--- src/rtl/dict_load_ctrl.sv ---
// Dictionary load sequencer: streams a boot-ROM table into the dictionary as one unbroken
// write burst and gates encoder/decoder lookups until the table is valid. Optional: DICT_LOAD_CHECKSUM_EN.
module dict_load_ctrl #(
   parameter int unsigned KEY_WIDTH = 7,
   parameter int unsigned VAL_WIDTH = 13,
   parameter int unsigned ROM_BASE  = 0
) (
`ifdef DICT_LOAD_CHECKSUM_EN
   input  logic [VAL_WIDTH-1:0] load_csum_exp,
   output logic                 load_err,
`endif
   input  logic                 clk,
   input  logic                 reset,
   input  logic                 load_start,
   output logic                 load_busy,
   output logic                 load_done,
   output logic                 rom_rd_en,
   output logic [15:0]          rom_addr,
   input  logic [VAL_WIDTH-1:0] rom_data,
   output logic                 dict_we,
   output logic [VAL_WIDTH-1:0] dict_wval,
   output logic [KEY_WIDTH-1:0] dict_key_lookup,
   output logic [VAL_WIDTH-1:0] dict_val_lookup,
   input  logic [VAL_WIDTH-1:0] dict_val_out,
   input  logic [KEY_WIDTH-1:0] dict_key_out,
   input  logic                 dict_hit,
   input  logic                 enc_req_valid,
   output logic                 enc_req_ready,
   input  logic [VAL_WIDTH-1:0] enc_req_val,
   output logic                 enc_resp_valid,
   output logic                 enc_resp_hit,
   output logic [KEY_WIDTH-1:0] enc_resp_key,
   input  logic                 dec_req_valid,
   output logic                 dec_req_ready,
   input  logic [KEY_WIDTH-1:0] dec_req_key,
   output logic                 dec_resp_valid,
   output logic [VAL_WIDTH-1:0] dec_resp_val
);

   localparam int unsigned CW = KEY_WIDTH + 1;
   localparam int unsigned N  = 1 << KEY_WIDTH;
   localparam int unsigned AW = 16;

   typedef enum logic [1:0] {IDLE, LOAD, DRAIN, READY} state_t;

   state_t          state_q, state_d;
   logic [CW-1:0]   rd_cnt_q, rd_cnt_d;
   logic [CW-1:0]   wr_cnt_q, wr_cnt_d;
   logic            rd_en_d1_q;
   logic            ready_q, ready_d;
   logic            rom_rd_en_d;
   logic [AW-1:0]   rom_addr_d;
   logic            busy_d, done_d;
   logic            start_acc, finish;
   logic            enc_fire, dec_fire;
   logic            err_d;
`ifdef DICT_LOAD_CHECKSUM_EN
   logic [VAL_WIDTH-1:0] acc_q, acc_d;
`endif

   assign dict_val_lookup = enc_req_val;
   assign dict_key_lookup = dec_req_key;
   assign enc_req_ready   = ready_q;
   assign dec_req_ready   = ready_q;
   assign enc_fire        = enc_req_valid && ready_q;
   assign dec_fire        = dec_req_valid && ready_q;

   // Next-state, counters and registered-output next values
   always_comb begin
      state_d     = state_q;
      rd_cnt_d    = rd_cnt_q;
      wr_cnt_d    = wr_cnt_q;
      rom_rd_en_d = 1'b0;
      rom_addr_d  = rom_addr;
      start_acc   = load_start && (state_q == IDLE || state_q == READY);
      finish      = dict_we && (wr_cnt_q == CW'(N - 1));
      err_d       = 1'b0;
      if (dict_we) wr_cnt_d = wr_cnt_q + CW'(1);
      case (state_q)
         IDLE, READY: begin
            if (load_start) begin
               state_d  = LOAD;
               rd_cnt_d = '0;
               wr_cnt_d = '0;
            end
         end
         LOAD: begin
            rom_rd_en_d = 1'b1;
            rom_addr_d  = AW'(ROM_BASE) + AW'(rd_cnt_q);
            rd_cnt_d    = rd_cnt_q + CW'(1);
            if (rd_cnt_q == CW'(N - 1)) state_d = DRAIN;
         end
         DRAIN: begin
            if (finish) state_d = READY;
         end
         default: state_d = IDLE;
      endcase
      busy_d = (state_q == LOAD || state_q == DRAIN) && !finish;
      done_d = (state_q == READY) || finish;
`ifdef DICT_LOAD_CHECKSUM_EN
      acc_d = acc_q;
      err_d = load_err;
      if (start_acc) begin
         acc_d = '0;
         err_d = 1'b0;
      end else begin
         if (dict_we) acc_d = acc_q ^ dict_wval;
         // final word is still in dict_wval when the burst completes
         if (finish) err_d = ((acc_q ^ dict_wval) != load_csum_exp);
      end
`endif
      ready_d = (state_d == READY) && !err_d;
   end

   always_ff @(posedge clk or posedge reset) begin
      if (reset) begin
         state_q        <= IDLE;
         rd_cnt_q       <= '0;
         wr_cnt_q       <= '0;
         rd_en_d1_q     <= 1'b0;
         ready_q        <= 1'b0;
         rom_rd_en      <= 1'b0;
         rom_addr       <= '0;
         dict_we        <= 1'b0;
         dict_wval      <= '0;
         load_busy      <= 1'b0;
         load_done      <= 1'b0;
         enc_resp_valid <= 1'b0;
         enc_resp_hit   <= 1'b0;
         enc_resp_key   <= '0;
         dec_resp_valid <= 1'b0;
         dec_resp_val   <= '0;
`ifdef DICT_LOAD_CHECKSUM_EN
         acc_q          <= '0;
         load_err       <= 1'b0;
`endif
      end else begin
         state_q        <= state_d;
         rd_cnt_q       <= rd_cnt_d;
         wr_cnt_q       <= wr_cnt_d;
         rom_rd_en      <= rom_rd_en_d;
         rom_addr       <= rom_addr_d;
         rd_en_d1_q     <= rom_rd_en;
         dict_we        <= rd_en_d1_q;
         dict_wval      <= rom_data;
         ready_q        <= ready_d;
         load_busy      <= busy_d;
         load_done      <= done_d;
         enc_resp_valid <= enc_fire;
         dec_resp_valid <= dec_fire;
         if (enc_fire) begin
            enc_resp_hit <= dict_hit;
            enc_resp_key <= dict_key_out;
         end
         if (dec_fire) dec_resp_val <= dict_val_out;
`ifdef DICT_LOAD_CHECKSUM_EN
         acc_q          <= acc_d;
         load_err       <= err_d;
`endif
      end
   end

endmodule

--- config.mk ---
export PLATFORM = sky130hd
export DESIGN_NAME = dict_load_ctrl
export DESIGN_NICKNAME = d
export VERILOG_FILES = /design/src/rtl/dict_load_ctrl.sv
export SDC_FILE = /design/constraint.sdc
export NUM_CORES = 1
export LEC_CHECK = 0
export BUFFER_PORTS_ARGS = -buffer_cell sky130_fd_sc_hd__buf_2
export CAP_MARGIN = 10
export CORE_UTILIZATION = 40
export CTS_BUF_LIST = sky130_fd_sc_hd__clkbuf_4 sky130_fd_sc_hd__clkbuf_8
export DETAILED_ROUTE_END_ITERATION = 10
export PLACE_DENSITY = 0.71
export SLEW_MARGIN = 5
export SYNTH_ARGS = -nofsm -noshare
export SYNTH_HDL_FRONTEND = slang
export SYNTH_SLANG_ARGS = --single-unit
--- constraint.sdc ---
create_clock -name clk -period 4.5 [get_ports clk]
set_input_delay 0.9 -clock clk [delete_from_list [all_inputs] [get_ports clk]]
set_output_delay 0.9 -clock clk [all_outputs]
set_load 0.01 [all_outputs]
==> results.cfg <==
[global_route]
met1_usage_pct = 17.7
busiest_layer = met2
grt_pass1_wl_um = 8090
grt_use_met3_pct = 3.95
antenna_found_initial = 0
grt_max_degree = 40
grt_pass1_vias = 1797
global_route.usage.met2_pct = 22.3
grt_remaining_overflow = 0
gr-usage-all-layers_pct = 14.2

[sta]
setup_tns_ns = 0
clock.fmax_mhz = 455
rsz0062_at_grt = no
maxSlewViolCount = 0
tightest_slew_ns = 0.775
setup_viol = 0
timing.hold.ws_ns = 0.349
finClkSkew_ns = 0.00566
fin_crit_sh_pct = 48.8
period_minus_slack_ns = 2.20
hold_viol = 0
max_slew_margin_pct = 48.2

[pwr]
p_int_mw = 1.22
powerDensity_mw_per_mm2 = 528
comb_power_share_pct = 27.2
sequentialPowerShare_pct = 48.1
ir_drop_mv = 0.298
clockPowerShare_pct = 24.7
switching_share_pct = 30.8
p_sw_mw = 0.544
leakage_nw = 1.74

[logic_synthesis]
synth_edf_count = 0
ys_seq_area_share_pct = 60.4
synth.top_cells.by_count = 68 x dfrtp_1, 29 x buf_4, 29 x mux2_2
synthAdderAreaFrac_pct = 2.66
ys_async_sr_fraction_pct = 100
synth-compound-area-share_pct = 4.22
synthFlopType = dfrtp_1
postSynthCellCount = 219
synth_top_family_by_area = multiplexers
yosysUniqueCellTypes = 37
ys_warn_count = 0
synth_seq_cells = 68
synth_xor_area_share_pct = 2.49
synth_top_area_share_pct = 60.4
netlist_area_mm2 = 0.00282
synthMuxAreaShare_pct = 12.6
yosys.cell_count.top_type = dfrtp_1
synth-simple-area-share_pct = 8.34
syn_avg_cell_area_um2 = 12.9
ys_top_cells_by_area = dfrtp_1 60%, mux2_2 12%, buf_4 7.7%
synth.largest_area_cell = dfrtp_1

[clocking]
clk_latency_ns = 0.33
cts_tree = yes
clock_sinks = 68
cts_buffers = 9
cts_root_buf = clkbuf_8
hold_buffers = 0
h-tree-depth = 3
clkSlewWorstSetupHoldPaths_ns = 0.06
clockBufferDepth = 2
post_cts_buffers = 0
ctsResizeCount = 0

[finish]
num_antenna_cells = 0
layout.nets = 357
fill_cells = 621
drive_gt1_share_pct = 46.8
syn2layout_area_growth_pct = 18.8

[setup_path]
path_max_fanout = 18
arrival_ns = 2.45
path_class = flop to flop
cp-end-kind = flop
required_ns = 4.75
cp-start-kind = flop

[die]
die_area_mm2 = 0.00739
core_area_mm2 = 0.00679
fp-row-count = 30
num_io_pins = 137
fp.dieW_um = 86.0
die_height_um = 86.0
initial_core_util_pct = 41.5

[outcome]
status = finished clean

[placement]
io_buffers = 88
place_congestion = 0.744
hpwl_um = 3410

[detailed_routing]
drc = 0
vias = 1765
wire_per_inst_um = 12.2
ant_nets = 0
drtIter0Drc = 34
dr.pass1.iters = 3
vias_per_cell = 4.51
drt_wl_total_um = 4770

[hold_path]
hp-class = flop to flop

[flow_run]
maxCapViolCount = 0
-- power by group through the flow --
stage	clock network [mW]	registers [mW]	logic (mW)
detailed placement	0	0.863	0.487
floorplan	0	0.898	0.295
finish	0.438	0.851	0.481
CTS	0.456	0.852	0.488
global route	0.482	0.872	0.540
global placement	0	0.857	0.475
-- stage by stage --
stage	worst slack (ns)	util (%)	area [um^2]	std cells	power [mW]
floorplan	1.89	-	2850	226	1.19
global placement	2.40	46.7	3170	377	1.33
detailed placement	2.34	46.7	3170	377	1.35
CTS	2.32	49.3	3350	391	1.80
global route	2.12	49.3	3350	391	1.89
finish	2.30	49.3	3350	391	1.77
-- flip-flops by register name, indices dropped and copies added (netlist names), 2 cells and up --
register	flops
enc_resp_key	7
dec_resp_val	13
dict_wval	13
rom_addr	8
rd_cnt_q	8
state_q	2
wr_cnt_q	8
-- worst max-delay path, stage by stage (launching register included) --
cell,delay (ns)
dfrtp_1,0.42
inv_1,0.10
ha_1,0.60
mux2i_1,0.42
or3_1,0.44
a21oi_1,0.14
-- routing by layer --
layer | vias up | part of all wire (%)
li1 | 841 | -
met1 | 850 | 44
met2 | 66 | 49
met3 | 8 | 5.9
met4 | 0 | 1.6
met5 | - | 0
-- layout make-up --
cell class	count	area (um^2)	share of cell area [%]
inverters	5	18.8	0.560
clock buffers	12	165	4.93
clock inverters	2	10.0	0.299
multi-input cells	119	886	26.4
well taps	96	120	3.59
flip-flops and latches	68	1700	50.8
repair buffers	89	448	13.4
-- placed cells by master, fill, tap and decap left out, types with 2 or more instances in the layout --
cell type,n
a21oi_1,3
buf_2,88
clkbuf_8,12
clkinv_2,2
conb_1,8
dfrtp_1,68
ha_1,6
inv_1,4
mux2_2,29
mux2i_1,3
nand2_1,12
nand3_1,5
nand4_1,2
nor2_1,13
nor2b_1,2
nor3_1,4
o21a_1,2
o21ai_0,5
or3_1,2
xnor2_1,4
xor2_1,4
-- logic make-up after synthesis --
family / after synthesis
AO/OA/AOI/OAI: 17
XOR/XNOR: 8
adder cells (fa/ha/maj): 6
buffers and inverters: 39
flip-flops: 68
multiplexers: 32
other: 1
AND/OR/NAND/NOR: 48
-- worst paths after layout --
kind | startpoint | end | slack (ns) | cells after the start
max | state_q[1] | rd_cnt_q[3] | 2.30 | 5
min | rd_en_d1_q | dict_we | 0.35 | 0
max reg2reg | state_q[1] | rd_cnt_q[3] | 2.30 | 5
min reg2reg | rd_en_d1_q | dict_we | 0.35 | 0
max in group asynchronous | reset | wr_cnt_q[6] | 2.90 | 3
min in group asynchronous | reset | dict_wval[12] | 0.71 | 2
Note: power is estimated with default switching activity, not from simulation.
